File: config.mk
export PLATFORM = sky130hd
export DESIGN_NAME = spi_master_ctrl
export DESIGN_NICKNAME = d
export VERILOG_FILES = /design/src/rtl/spi_pkg.sv /design/src/rtl/spi_clk_div.sv /design/src/rtl/spi_master_ctrl.sv
export SDC_FILE = /design/constraint.sdc
export NUM_CORES = 1
export LEC_CHECK = 0
export BUFFER_PORTS_ARGS = -buffer_cell sky130_fd_sc_hd__buf_4
export CORE_AREA = 2 2 80 82
export DETAILED_ROUTE_END_ITERATION = 12
export DIE_AREA = 0 0 82 84
export HOLD_SLACK_MARGIN = 0.15
export MAX_ROUTING_LAYER = met4
export PLACE_DENSITY_LB_ADDON = 0.1
export SYNTH_ARGS = -nofsm -noshare
export SYNTH_HDL_FRONTEND = slang
export SYNTH_SLANG_ARGS = --single-unit
File: constraint.sdc
create_clock -name sys_clk -period 6.3 [get_ports sys_clk]
set_input_delay 1.26 -clock sys_clk [delete_from_list [all_inputs] [get_ports sys_clk]]
set_output_delay 1.26 -clock sys_clk [all_outputs]
set_load 0.02 [all_outputs]
File: src/rtl/spi_pkg.sv
// Shared types and helpers for the SPI master controller.
// Mode constants are encoded as {cpol, cpha}.
package spi_pkg;

    typedef enum logic [2:0] {
        IDLE,
        SETUP,
        SHIFT,
        HOLD,
        DONE
    } spi_state_e;

    localparam logic [1:0] SPI_MODE0 = 2'b00;
    localparam logic [1:0] SPI_MODE1 = 2'b01;
    localparam logic [1:0] SPI_MODE2 = 2'b10;
    localparam logic [1:0] SPI_MODE3 = 2'b11;

    // Chip-select index width, never narrower than one bit
    function automatic int cs_width(input int num_cs);
        return (num_cs > 1) ? $clog2(num_cs) : 1;
    endfunction

endpackage

File: src/rtl/spi_clk_div.sv
// Half-period divider: ticks once every div+1 cycles.
// A clear restarts the count at zero.
module spi_clk_div #(
    parameter int DIV_W = 8
) (
    input  logic             sys_clk,
    input  logic             rstn,
    input  logic             clr,
    input  logic [DIV_W-1:0] div,
    output logic             tick
);

    logic [DIV_W-1:0] cnt_q, cnt_d;

    assign tick = (cnt_q == div);

    always_comb begin
        cnt_d = cnt_q + 1'b1;
        if (clr || tick) begin
            cnt_d = '0;
        end
    end

    always_ff @(posedge sys_clk) begin
        if (!rstn) begin
            cnt_q <= '0;
        end else begin
            cnt_q <= cnt_d;
        end
    end

endmodule

File: src/rtl/spi_master_ctrl.sv
// SPI master: CPOL/CPHA modes, bit order, divider,
// variable length and one-hot chip selects.
module spi_master_ctrl
    import spi_pkg::*;
#(
    parameter int DATA_W = 8,
    parameter int CNT_W  = $clog2(DATA_W) + 1,
    parameter int NUM_CS = 1,
    parameter int DIV_W  = 8
) (
    input  logic                        sys_clk,
    input  logic                        rstn,
    input  logic                        t_start,
    output logic                        t_ready,
    output logic                        t_done,
    input  logic [DATA_W-1:0]           d_in,
    input  logic [CNT_W-1:0]            t_size,
    input  logic [cs_width(NUM_CS)-1:0] cs_sel,
    input  logic                        cpol,
    input  logic                        cpha,
    input  logic                        lsb_first,
    input  logic [DIV_W-1:0]            clk_div,
    output logic [DATA_W-1:0]           d_out,
    input  logic                        miso,
    output logic                        mosi,
    output logic                        spi_clk,
    output logic [NUM_CS-1:0]           cs_n
);

    localparam int CS_W = cs_width(NUM_CS);
    localparam logic [CNT_W-1:0] DATA_N = CNT_W'(DATA_W);

    spi_state_e        state_q, state_d;
    logic [CNT_W-1:0]  n_q, n_d, n_in;
    logic [CNT_W:0]    edge_q, edge_d, k;
    logic              cpha_q, cpha_d, lsb_q, lsb_d;
    logic [DIV_W-1:0]  div_q, div_d;
    logic [DATA_W-1:0] tx_q, tx_d, rx_q, rx_d, dout_q, dout_d;
    logic [NUM_CS-1:0] cs_n_q, cs_n_d;
    logic              sclk_q, sclk_d, mosi_q, mosi_d;
    logic              ready_q, ready_d;
    logic              tick, clr, lead, last, smp, adv;

    assign n_in = (t_size > DATA_N) ? DATA_N : t_size;
    assign clr  = (state_d != state_q);

    spi_clk_div #(
        .DIV_W(DIV_W)
    ) u_div (
        .sys_clk(sys_clk),
        .rstn   (rstn),
        .clr    (clr),
        .div    (div_q),
        .tick   (tick)
    );

    always_comb begin
        state_d = state_q;
        n_d     = n_q;
        edge_d  = edge_q;
        cpha_d  = cpha_q;
        lsb_d   = lsb_q;
        div_d   = div_q;
        tx_d    = tx_q;
        rx_d    = rx_q;
        dout_d  = dout_q;
        cs_n_d  = cs_n_q;
        sclk_d  = sclk_q;
        mosi_d  = mosi_q;
        k       = edge_q + 1'b1;
        lead    = k[0];
        last    = (k == {n_q, 1'b0});
        smp     = 1'b0;
        adv     = 1'b0;
        unique case (state_q)
            IDLE: begin
                sclk_d = cpol;
                if (t_start) begin
                    n_d    = n_in;
                    cpha_d = cpha;
                    lsb_d  = lsb_first;
                    div_d  = clk_div;
                    edge_d = '0;
                    rx_d   = '0;
                    if (n_in == '0) begin
                        state_d = DONE;
                    end else begin
                        state_d = SETUP;
                        for (int i = 0; i < NUM_CS; i++) begin
                            cs_n_d[i] = (cs_sel != CS_W'(i));
                        end
                        // MSB-first data is left-justified so the
                        // outgoing bit is always tx_q[DATA_W-1]
                        tx_d = lsb_first ? d_in
                                         : d_in << (DATA_N - n_in);
                        mosi_d = lsb_first ? tx_d[0]
                                           : tx_d[DATA_W-1];
                    end
                end
            end
            SETUP: begin
                if (tick) begin
                    state_d = SHIFT;
                end
            end
            SHIFT: begin
                if (tick) begin
                    edge_d = k;
                    sclk_d = ~sclk_q;
                    smp = cpha_q ? ~lead : lead;
                    adv = cpha_q ? (lead && (k != 1))
                                 : (~lead && ~last);
                    if (smp) begin
                        rx_d = lsb_q ? {miso, rx_q[DATA_W-1:1]}
                                     : {rx_q[DATA_W-2:0], miso};
                    end
                    if (adv) begin
                        tx_d = lsb_q ? tx_q >> 1 : tx_q << 1;
                        mosi_d = lsb_q ? tx_d[0] : tx_d[DATA_W-1];
                    end
                    if (last) begin
                        state_d = HOLD;
                    end
                end
            end
            HOLD: begin
                if (tick) begin
                    cs_n_d  = '1;
                    dout_d  = lsb_q ? rx_q >> (DATA_N - n_q) : rx_q;
                    state_d = DONE;
                end
            end
            DONE: begin
                state_d = IDLE;
            end
            default: begin
                state_d = IDLE;
            end
        endcase
        ready_d = (state_d == IDLE);
    end

    always_ff @(posedge sys_clk) begin
        if (!rstn) begin
            state_q <= IDLE;
            n_q     <= '0;
            edge_q  <= '0;
            cpha_q  <= 1'b0;
            lsb_q   <= 1'b0;
            div_q   <= '0;
            tx_q    <= '0;
            rx_q    <= '0;
            dout_q  <= '0;
            cs_n_q  <= '1;
            sclk_q  <= 1'b0;
            mosi_q  <= 1'b0;
            ready_q <= 1'b0;
        end else begin
            state_q <= state_d;
            n_q     <= n_d;
            edge_q  <= edge_d;
            cpha_q  <= cpha_d;
            lsb_q   <= lsb_d;
            div_q   <= div_d;
            tx_q    <= tx_d;
            rx_q    <= rx_d;
            dout_q  <= dout_d;
            cs_n_q  <= cs_n_d;
            sclk_q  <= sclk_d;
            mosi_q  <= mosi_d;
            ready_q <= ready_d;
        end
    end

    assign t_ready = ready_q;
    assign t_done  = (state_q == DONE);
    assign d_out   = dout_q;
    assign mosi    = mosi_q;
    assign spi_clk = sclk_q;
    assign cs_n    = cs_n_q;

endmodule

==> metrics.md, run 1 <==
| Metric | Value |
|---|---|
| Status | completed |
| Synth-to-Final Area Change | 14.3% |
| Total gr overflow | 0 |
| Synth Area per Inst | 8.31 µm² |
| Largest net degree at the start of global routing | 31 |
| Dpl cell area | 3810 µm² |
| Setup Fix Bufs, Post-CTS | 0 |
| Final min period | 3550 ps |
| Yosys reg bits | 58 |
| GRT Total Usage | 26.1% |
| Setup violators final | 0 |
| Nets | 482 |
| Vias in the first global route | 2847 |
| Startpoint Class | input pin |
| TNS Setup | 0 ps |
| Skew final | 11.6 ps |
| CP cell instances | buf_4, nor2b_1, inv_1, ha_1, inv_1, mux4_2, a22oi_1, a221o_1, a21oi_1 |
| CP arrival | 3770 ps |
| First-pass iteration count of the detailed router | 4 |
| R2R setup slack | 3630 ps |
| Yosys Warn Count | 0 |
| Root Driver | clkbuf_8 |
| CTS Hold Bufs | 0 |
| Clock transition at path regs | 70 ps |
| Hold WC Path Type | reg -> reg |
| RSZ-0062 raised after global routing | false |
| Part of the Yosys area used for sequential elements | 32.8% |
| Final Hold Viols | 0 |
| CTS resizes | 0 |
| Critical Path End Type | flip-flop |
| HPWL Detailed | 5770 µm |
| Share of layout cells above drive strength 1 | 18.3% |
| Core footprint | 6100 µm² |
| CTS tree | done |
| H-tree lvl count | 3 |
| First-pass GRT wire length | 13600 µm |
| Slew margin rel. | 23.8% |
| Worst Path Required | 6510 ps |
| Clk Latency, worst-skew pair | 340 ps |
| Die height | 84 µm |
| Via density | 6.00 |
| Ant diodes | 0 |
| Sink Count | 58 |
| Via Count | 3187 |
| Antenna Nets Post-Route | 0 |
| Mapped Cells | 426 |
| Die X | 82 µm |
| PD cells | 264 nW/µm² |
| FMAX | 282 MHz |
| Drt wl/cell | 15.5 µm |
| CTS Buffer Depth | 2 |
| Crit path kind | in -> reg |
| Leakage | 1.52 nW |
| WL final | 8240 µm |
| CP peak stage delay | 660 ps |
| DR iter-0 viols | 324 |
| Slew at the pin closest to its max-slew limit | 1140 ps |
| Most frequent CP cell | inv_1 |
| Peak fanout along the critical path | 10 |
| Async S/R FF share, synth | 0% |
| Placer Congestion | 0.884 |
| Starting density of the core | 58.1% |
| Row cnt | 29 |
| PortBufs | 40 |
| Synthesized cell area | 3540 µm² |
| Fin crit share | 56.4% |
| Die ar. | 6890 µm² |
| Syn nets | 459 |
| VDD IR max | 0.137 mV |
| Post-route cell area | 4050 µm² |
| Most used flip-flop cell after synthesis | dfxtp_1 |
| Drt drc | 0 |
| Max Cap Viol | 0 |
| Initial antenna violation count | 0 |
| Slowest CP cell | nor2b_1 |
| EDFF count, synth | 0 |
| Post-synth cell types | 65 |
| Inserted Clock Buffers | 9 |
| Slew Limit Fails | 0 |
| IO Pins | 41 |
-- synth_stat cells, drive strengths merged, types with 4 or more instances --
cell,instances,area share (%)
nand4,4,0.71
a31oi,7,1.2
mux2,8,2.5
nor3,5,0.85
o211ai,4,0.85
a22oi,7,1.5
a211oi,5,1.1
inv,15,1.6
mux4,7,4.5
mux2i,10,2.8
dfxtp,58,33
a221oi,5,1.4
nor2,29,3.1
and3,4,0.71
xnor2,15,3.7
a21oi,37,5.2
clkbuf,17,1.8
ha,5,1.8
nand3,13,1.8
nand2b,7,1.2
nor2b,9,1.6
o21ai,17,2.5
xor2,8,2.2
nand2,64,6.8
buf,12,2.0
a221o,4,1.1
-- through the flow --
stage / worst slack, ps / instances / hold slack [ps] / power, mW / util, %
after global placement: 2460 / 515 / 440 / 0.662 / 62.5
after floorplan: 3080 / 426 / 427 / 0.607 / -
after global routing: 2500 / 531 / 493 / 1.12 / 66.4
after CTS: 2750 / 531 / 451 / 1.07 / 66.4
final: 2750 / 531 / 453 / 1.07 / 66.4
after detailed placement: 2380 / 515 / 442 / 0.666 / 62.5
-- cells in the final DEF, fill, tap and decap left out, types with 7 or more instances in the layout --
| cell type | instances |
|---|---|
| nand2_1 | 64 |
| dfxtp_1 | 58 |
| mux2i_1 | 10 |
| a31oi_1 | 7 |
| clkbuf_8 | 12 |
| buf_4 | 41 |
| a22oi_1 | 7 |
| nand3_1 | 13 |
| mux4_2 | 7 |
| xor2_1 | 7 |
| nand2b_1 | 7 |
| o21ai_0 | 15 |
| inv_1 | 15 |
| xnor2_1 | 15 |
| nor2_1 | 29 |
| nor2b_1 | 9 |
| a21oi_1 | 37 |
| mux2_2 | 8 |
-- kinds of logic after synthesis --
kind of cell | synth area share [%]
xor gates and xnor gates | 5.90
DFF | 32.8
buffers and inverters | 5.37
muxes | 9.82
adders and majority gates | 1.77
AOI/OAI and AO/OA | 23.7
and+or+nand+nor | 20.6
-- state kept, by name, indices dropped and copies added, names as in the netlist --
signal and count:
cpha_q 1, cs_n 1, d_out 8, div_q 8, edge_q 5, lsb_q 1, mosi 1, n_q 4
rx_q 8, spi_clk 1, state_q 3, t_ready 1, tx_q 8, u_div.cnt_q 8
-- area by class of cell --
type / count / area [µm²]
fillers: 527 / 2050
inverters: 15 / 56.3
clock inverters: 4 / 72.6
repair buffers: 41 / 308
well taps: 77 / 96.3
clock buffers: 12 / 165
flip-flops and latches: 58 / 1160
multi-input cells: 324 / 2190
-- worst max-delay path, delay by kind of cell --
family / cells / cell delay (ps)
muxes: 1 / 500
AOI/OAI and AO/OA: 3 / 490
buffers and inverters: 3 / 410
and+or+nand+nor: 1 / 660
adders and majority gates: 1 / 430
-- per-layer routing --
| layer | wire length (µm) | GRT usage (%) |
|---|---|---|
| met5 | 0 | - |
| met3 | 385 | 4.55 |
| met1 | 4010 | 36.2 |
| met4 | 93 | 10.9 |
| met2 | 3750 | 37.1 |
-- power by group --
| group | internal (mW) | total, mW | switching [mW] | leakage [nW] |
|---|---|---|---|---|
| Combinational | 0.100 | 0.238 | 0.138 | 0.929 |
| Clock | 0.254 | 0.407 | 0.152 | 0.119 |
| Sequential | 0.392 | 0.424 | 0.0312 | 0.471 |
-- worst paths after layout --
path	cells after the start	endpoint	startpoint
setup / recovery	9	mosi	t_size[3]
hold / removal	2	tx_q[0]	tx_q[0]
setup reg to reg	8	d_out[2]	n_q[0]
hold reg to reg	2	tx_q[0]	tx_q[0]
(Power assumes the default switching activity.)
==> run 2: changes to the inputs <==
--- a/config.mk
+++ b/config.mk
@@ -6,9 +6,9 @@
 export NUM_CORES = 1
 export LEC_CHECK = 0
 export BUFFER_PORTS_ARGS = -buffer_cell sky130_fd_sc_hd__buf_4
-export CORE_AREA = 2 2 80 82
+export CORE_AREA = 2 2 85 87
 export DETAILED_ROUTE_END_ITERATION = 12
-export DIE_AREA = 0 0 82 84
+export DIE_AREA = 0 0 87 89
 export HOLD_SLACK_MARGIN = 0.15
 export MAX_ROUTING_LAYER = met4
 export PLACE_DENSITY_LB_ADDON = 0.1
==> constraint.sdc (replaced) <==
create_clock -name sys_clk -period 2.9 [get_ports sys_clk]
set_input_delay 0.58 -clock sys_clk [delete_from_list [all_inputs] [get_ports sys_clk]]
set_output_delay 0.58 -clock sys_clk [all_outputs]
set_load 0.02 [all_outputs]
==> run 2 against run 1 <==
Combinational power up 130%. Critical path depth down 2. First-iteration DRC count down 39%. Non-clock buffer count up 8. Register-to-register slack worse by 3200 ps. Highest routed layer unchanged. Global-route usage down 2.4 points. Count of clock-buffer cells in the layout unchanged. Critical endpoint is now tx_q[2]. Sequential share of layout area down 0.55 points.
==> metrics.md, run 2 (synthesized netlist as in run 1, its figures left out) <==
| Metric | Value |
|---|---|
| Total gr overflow | 0 (unchanged) |
| Slew Limit Fails | 0 (unchanged) |
| GRT Total Usage | 23.6% (-2.4 points) |
| R2R setup slack | 470 ps (-3160 ps) |
| Die height | 89 µm (+6.0%) |
| Via density | 5.91 (-1.5%) |
| PortBufs | 40 (unchanged) |
| Drt wl/cell | 15.7 µm (+1.3%) |
| Largest net degree at the start of global routing | 25 (-19%) |
| Clock transition at path regs | 70 ps (about the same) |
| Sink Count | 58 (unchanged) |
| DR iter-0 viols | 197 (-39%) |
| Row cnt | 30 (+3.4%) |
| PD cells | 581 nW/µm² (+120%) |
| Die ar. | 7740 µm² (+12%) |
| CP arrival | 2660 ps (-1110 ps) |
| FMAX | 411 MHz |
| IO Pins | 41 (unchanged) |
| Placer Congestion | 0.923 (+4.5%) |
| Dpl cell area | 3880 µm² (+1.7%) |
| Final min period | 2430 ps |
| Total power | 2.40 mW (+120%) |
| H-tree lvl count | 3 (unchanged) |
| Die X | 87 µm (+6.1%) |
| Crit path kind | reg -> reg |
| Hold WS | 461 ps (+7.10 ps) |
| Share of layout cells above drive strength 1 | 19.5% (+1.2 points) |
| CTS resizes | 0 (unchanged) |
| Leakage | 1.56 nW (+2.9%) |
| Most frequent cells in the layout | nand2_1, dfxtp_1, buf_4 |
| VDD IR max | 0.266 mV (+94%) |
| Slowest CP cell | o311ai_4 |
| Crit path buf inv count | 0 (-3) |
| Via Count | 3205 (+0.56%) |
| TNS Setup | 0 ps (unchanged) |
| CTS Hold Bufs | 0 (unchanged) |
| Slew margin rel. | 49.2% (+25 points) |
| Vias in the first global route | 2912 (+2.3%) |
| CTS tree | done |
| Core footprint | 6720 µm² (+10%) |
| Inserted Clock Buffers | 9 (unchanged) |
| HPWL Detailed | 6110 µm (+6.1%) |
| First-pass iteration count of the detailed router | 5 (+1) |
| Slew at the pin closest to its max-slew limit | 760 ps (-379 ps) |
| Post-route cell area | 4130 µm² (+1.9%) |
| Status | completed |
| CP cell instances | ha_1, xor2_1, o2111ai_1, a21oi_1, o311ai_4, mux2i_1, nor2_1 |
| Final Hold Viols | 0 (unchanged) |
| Initial antenna violation count | 0 (unchanged) |
| Critical Path End Type | flip-flop |
| Clk Latency, worst-skew pair | 340 ps (about the same) |
| Setup Fix Bufs, Post-CTS | 0 (unchanged) |
| WL final | 8510 µm (+3.4%) |
| Fin crit share | 83.9% |
| Startpoint Class | flip-flop |
| RSZ-0062 raised after global routing | false |
| Filler instances | 625 (+19%) |
| Root Driver | clkbuf_8 |
| First-pass GRT wire length | 14100 µm (+3.6%) |
| CTS Buffer Depth | 2 (unchanged) |
| CP peak stage delay | 660 ps (about the same) |
| Starting density of the core | 52.7% (-5.4 points) |
| Skew final | 12.5 ps (+0.927 ps) |
| Layout Utilization | 61.5% (-5.0 points) |
| Peak fanout along the critical path | 17 (+7) |
| Most common library cell in the layout ignoring fill and taps | nand2_1 |
| Synth-to-Final Area Change | 16.6% |
| Hold WC Path Type | reg -> reg |
| Max Cap Viol | 0 (unchanged) |
| Setup violators final | 0 (unchanged) |
| Crit-path leading delay family | compound AO/OA/AOI/OAI gates |
| Nets | 490 (+1.7%) |
| Antenna Nets Post-Route | 0 (unchanged) |
| Worst Path Required | 3120 ps (-3390 ps) |
| Ant diodes | 0 (unchanged) |
| Drt drc | 0 (unchanged) |
run 2: layer usage:
| metal | vias to the layer above | part of all wire, % | GRT usage [%] | wire (µm) |
|---|---|---|---|---|
| li1 | 1600 | - | - | - |
| met1 | 1495 | 47 | 32.2 | 4040 |
| met2 | 97 | 46 | 35.2 | 3900 |
| met3 | 13 | 5.4 | 4.52 | 462 |
| met4 | 0 | 1.3 | 8.10 | 110 |
| met5 | - | 0 | - | 0 |
run 2: where the power goes:
part	leakage (nW)	switching, mW	total, mW	internal [mW]
Combinational	0.970	0.312	0.543	0.231
Clock	0.123	0.323	0.942	0.618
Sequential	0.471	0.0604	0.913	0.853
run 2: final timing paths:
check,start,to,cells past startpoint
setup / recovery,edge_q[0],tx_q[2],7
setup reg to reg,edge_q[0],tx_q[2],7
hold reg to reg,tx_q[0],tx_q[0],2
hold / removal,tx_q[0],tx_q[0],2
run 2: worst min-delay path, delay by kind of cell, from the launching register on:
kind               cells  cell delay (ps)
and+or+nand+nor        1               50
DFF                    1              310
AOI/OAI and AO/OA      1               50
run 2: area by class of cell:
cell class                      count  area, µm²  area share, %
Multi-Input combinational cell    324       2190           53.1
Sequential cell                    58       1160           28.1
Timing Repair Buffer               49        368           8.91
Clock buffer                       12        155           3.76
Tap cell                           80        100           2.42
Clock inverter                      4       97.6           2.36
Inverter                           15       56.3           1.36
run 2: per-stage QoR:
step                      worst slack [ps]  std cells
after floorplan                        361        426
after global placement                 399        526
after detailed placement               356        526
after CTS                              501        542
after global routing                   256        542
final                                  466        542
==> run 3: changes to the inputs <==
--- a/config.mk
+++ b/config.mk
@@ -5,10 +5,11 @@
 export SDC_FILE = /design/constraint.sdc
 export NUM_CORES = 1
 export LEC_CHECK = 0
+export ABC_AREA = 1
 export BUFFER_PORTS_ARGS = -buffer_cell sky130_fd_sc_hd__buf_4
-export CORE_AREA = 2 2 85 87
+export CORE_AREA = 2 2 81 83
 export DETAILED_ROUTE_END_ITERATION = 12
-export DIE_AREA = 0 0 87 89
+export DIE_AREA = 0 0 83 85
 export HOLD_SLACK_MARGIN = 0.15
 export MAX_ROUTING_LAYER = met4
 export PLACE_DENSITY_LB_ADDON = 0.1
==> constraint.sdc (replaced) <==
create_clock -name sys_clk -period 2.3 [get_ports sys_clk]
set_input_delay 0.46 -clock sys_clk [delete_from_list [all_inputs] [get_ports sys_clk]]
set_output_delay 0.46 -clock sys_clk [all_outputs]
set_load 0.02 [all_outputs]
==> run 3 against run 2 <==
Via count up 14%. Global-route usage rose by 1.9 points. Critical endpoint unchanged. Hold slack got worse by 80 ps. Total power is 28% higher. Critical path type unchanged. Sequential power increased by 26%. Sequential share of layout area fell by 0.22 points. First-iteration DRC count decreased by 6.1%. Register-to-register slack got worse by 220 ps. Final cell count grew 26%. Clock skew shrank 4.6 ps. Area after synthesis shrank 0.81%.
==> metrics.md, run 3 <==
| Metric | Value |
|---|---|
| Hold WC Path Type | in -> reg |
| FMAX | 487 MHz (+19%) |
| Clock Power Share | 38.1% (-1.2 points) |
| Min setup slack post-route | 248 ps (-218 ps) |
| Synth-to-Final Area Change | 18.4% |
| First-pass iteration count of the detailed router | 6 (+1) |
| IO Pins | 41 (unchanged) |
| Drt wl/cell | 12.4 µm (-21%) |
| Slowest CP cell | dfxtp_1 |
| Setup violators final | 0 (unchanged) |
| Via density | 5.38 (-9.1%) |
| Part of the Yosys area used for sequential elements | 33.0% (+0.27 points) |
| Sink Count | 58 (unchanged) |
| Largest net degree at the start of global routing | 40 (+60%) |
| Final Hold Viols | 0 (unchanged) |
| CTS tree | done |
| Root Driver | clkbuf_8 |
| CTS Buffer Depth | 2 (unchanged) |
| PD cells | 737 nW/µm² (+27%) |
| WL final | 8440 µm (-0.82%) |
| Slew margin rel. | 68.7% (+20 points) |
| Total gr overflow | 0 (unchanged) |
| TNS Setup | 0 ps (unchanged) |
| Status | completed |
| Inserted Clock Buffers | 9 (unchanged) |
| GRT Total Usage | 25.5% (+1.9 points) |
| Post-route cell area | 4160 µm² (+0.79%) |
| RSZ-0062 raised after global routing | false |
| Most frequent CP cell | nand2_1 |
| Mapped Cells | 555 (+30%) |
| Yosys reg bits | 58 (unchanged) |
| Slew at the pin closest to its max-slew limit | 468 ps (-291 ps) |
| CP cell instances | buf_4, ha_1, inv_1, nand2_1, nand2_1, nand2_1, nand3_1, nor2_1, nand3_1, nand3_1, nand3_2, nand2_4, nand2_1, nand2_1, nor2_2 |
| Leakage | 1.88 nW (+20%) |
| Max Cap Viol | 0 (unchanged) |
| Clock transition at path regs | 70 ps (about the same) |
| Area share of the largest cell type after synthesis | 33.0% (+0.27 points) |
| Row cnt | 29 (-3.3%) |
| Startpoint Class | flip-flop |
| HPWL Detailed | 6300 µm (+3.1%) |
| CP peak stage delay | 330 ps (-330 ps) |
| Worst Path Required | 2530 ps (-590 ps) |
| Critical Path End Type | flip-flop |
| Setup Fix Bufs, Post-CTS | 0 (unchanged) |
| Internal power | 2.10 mW (+23%) |
| Area leader, netlist | dfxtp_1 |
| Most common library cell in the layout ignoring fill and taps | nand2_1 |
| Post-synth cell types | 38 (-42%) |
| Die ar. | 7060 µm² (-8.9%) |
| Synth Area per Inst | 6.33 µm² (-24%) |
| Vias in the first global route | 3205 (+10%) |
| Starting density of the core | 56.6% (+3.9 points) |
| Crit path kind | reg -> reg |
| CTS resizes | 0 (unchanged) |
| CTS Hold Bufs | 0 (unchanged) |
| Switching power | 969 µW (+39%) |
| Most used flip-flop cell after synthesis | dfxtp_1 |
| Die height | 85 µm (-4.5%) |
| Sw Share | 31.6% (+2.6 points) |
| Die X | 83 µm (-4.6%) |
| DR iter-0 viols | 185 (-6.1%) |
| Ant diodes | 0 (unchanged) |
| Crit-path leading delay family | simple AND/OR/NAND/NOR gates |
| Reg power frac | 37.5% (-0.6 points) |
| Pre-CTS setup slack | 87.1 ps (-269 ps) |
| Dpl cell area | 3910 µm² (+0.94%) |
| EDFF count, synth | 0 (unchanged) |
| Skew final | 7.92 ps (-4.56 ps) |
| VDD IR max | 0.559 mV (+110%) |
| Placer Congestion | 0.998 (+8.0%) |
| H-tree lvl count | 3 (unchanged) |
| First-pass GRT wire length | 14500 µm (+3.0%) |
| Core footprint | 6200 µm² (-7.7%) |
| Most common cell in the netlist | nand2_1 |
| Via Count | 3667 (+14%) |
| Clk Latency, worst-skew pair | 340 ps (about the same) |
| Crit path buf inv count | 2 (+2) |
| Final min period | 2050 ps (-382 ps) |
| Drt drc | 0 (unchanged) |
| Slew Limit Fails | 0 (unchanged) |
| CP arrival | 2280 ps (-380 ps) |
| Peak fanout along the critical path | 10 (-7) |
| Most frequent cells in the layout | nand2_1, inv_1, dfxtp_1 |
| Syn nets | 588 (+28%) |
| Antenna Nets Post-Route | 0 (unchanged) |
| Synth top cells by count | nand2_1, inv_1, dfxtp_1 |
| Combinational power share | 24.3% (+1.7 points) |
| Top cells by area, synth | dfxtp_1, nand2_1, nand3_1, inv_1, o21ai_0 |
| Total power | 3.07 mW (+28%) |
| Synthesized cell area | 3510 µm² (-0.81%) |
| Initial antenna violation count | 0 (unchanged) |
| Fin crit share | 89.2% (+5.3 points) |
| Async S/R FF share, synth | 0% (unchanged) |
| PortBufs | 40 (unchanged) |
| Nets | 633 (+29%) |
| Hold WS | 380 ps (-80.3 ps) |
| Share of layout cells above drive strength 1 | 14.7% (-4.8 points) |
| Yosys Warn Count | 0 (unchanged) |
## run 3: cell count changes after synthesis, moves of 8 or more
cell     delta
inv_1      +52
mux2_2      -8
mux2i_1    -10
nand2_1    +72
nand3_1    +44
nor2_1     +27
nor2b_1     -9
o21ai_0    +33
xnor2_1    -13
## run 3: worst paths after layout
kind,depth (start not counted),end,startpoint,slack (ps)
worst min-delay path,3,cs_n,cs_sel,380
worst max register to register,15,tx_q[2],edge_q[0],250
worst max-delay path,15,tx_q[2],edge_q[0],250
worst min register to register,2,div_q[6],div_q[6],470
## run 3: tightest hold or removal path, stage by stage
cell and delay, ps:
buf_4 80, o22ai_1 70, nand3_1 60
## run 3: through the flow
stage | util [%] | instances
global route | 67.1 | 682
global placement | 63.1 | 666
finish | 67.1 | 682
CTS | 67.1 | 682
floorplan | - | 555
detailed placement | 63.1 | 666
## run 3: area by class of cell
cell class                 instances  area [µm²]
tap                               77        96.3
inverter                          74         280
timing repair buffer              53         398
fill                             586        2040
sequential                        58        1160
clock inverter                     7         125
multi-input combinational        404        1980
clock buffer                       9         124
## run 3: logic make-up after synthesis
logic type               after synthesis  share of synthesized area, %
XOR/XNOR                               8                          1.99
adder cells (fa/ha/maj)                5                          1.78
AND/OR/NAND/NOR                      281                          35.1
flip-flops                            58                          33.0
AO/OA/AOI/OAI                        110                          17.4
buffers and inverters                 93                          10.7
## run 3: power by group through the flow
stage	clock (mW)	sequential, mW	combinational, mW
2_1_floorplan	0	1.17	0.530
3_3_place_gp	0	1.17	0.731
3_5_place_dp	0	1.17	0.741
4_1_cts	1.19	1.15	0.746
5_1_grt	1.23	1.16	0.852
6_report	1.17	1.15	0.746
## run 3: metal layers
metal  GRT usage (%)  vias up  wire length, µm
met2            41.3       79             3970
li1                -     1906                -
met4            6.11        0               95
met3            4.77        9              322
met1            33.2     1673             4060
met5               -        -                0
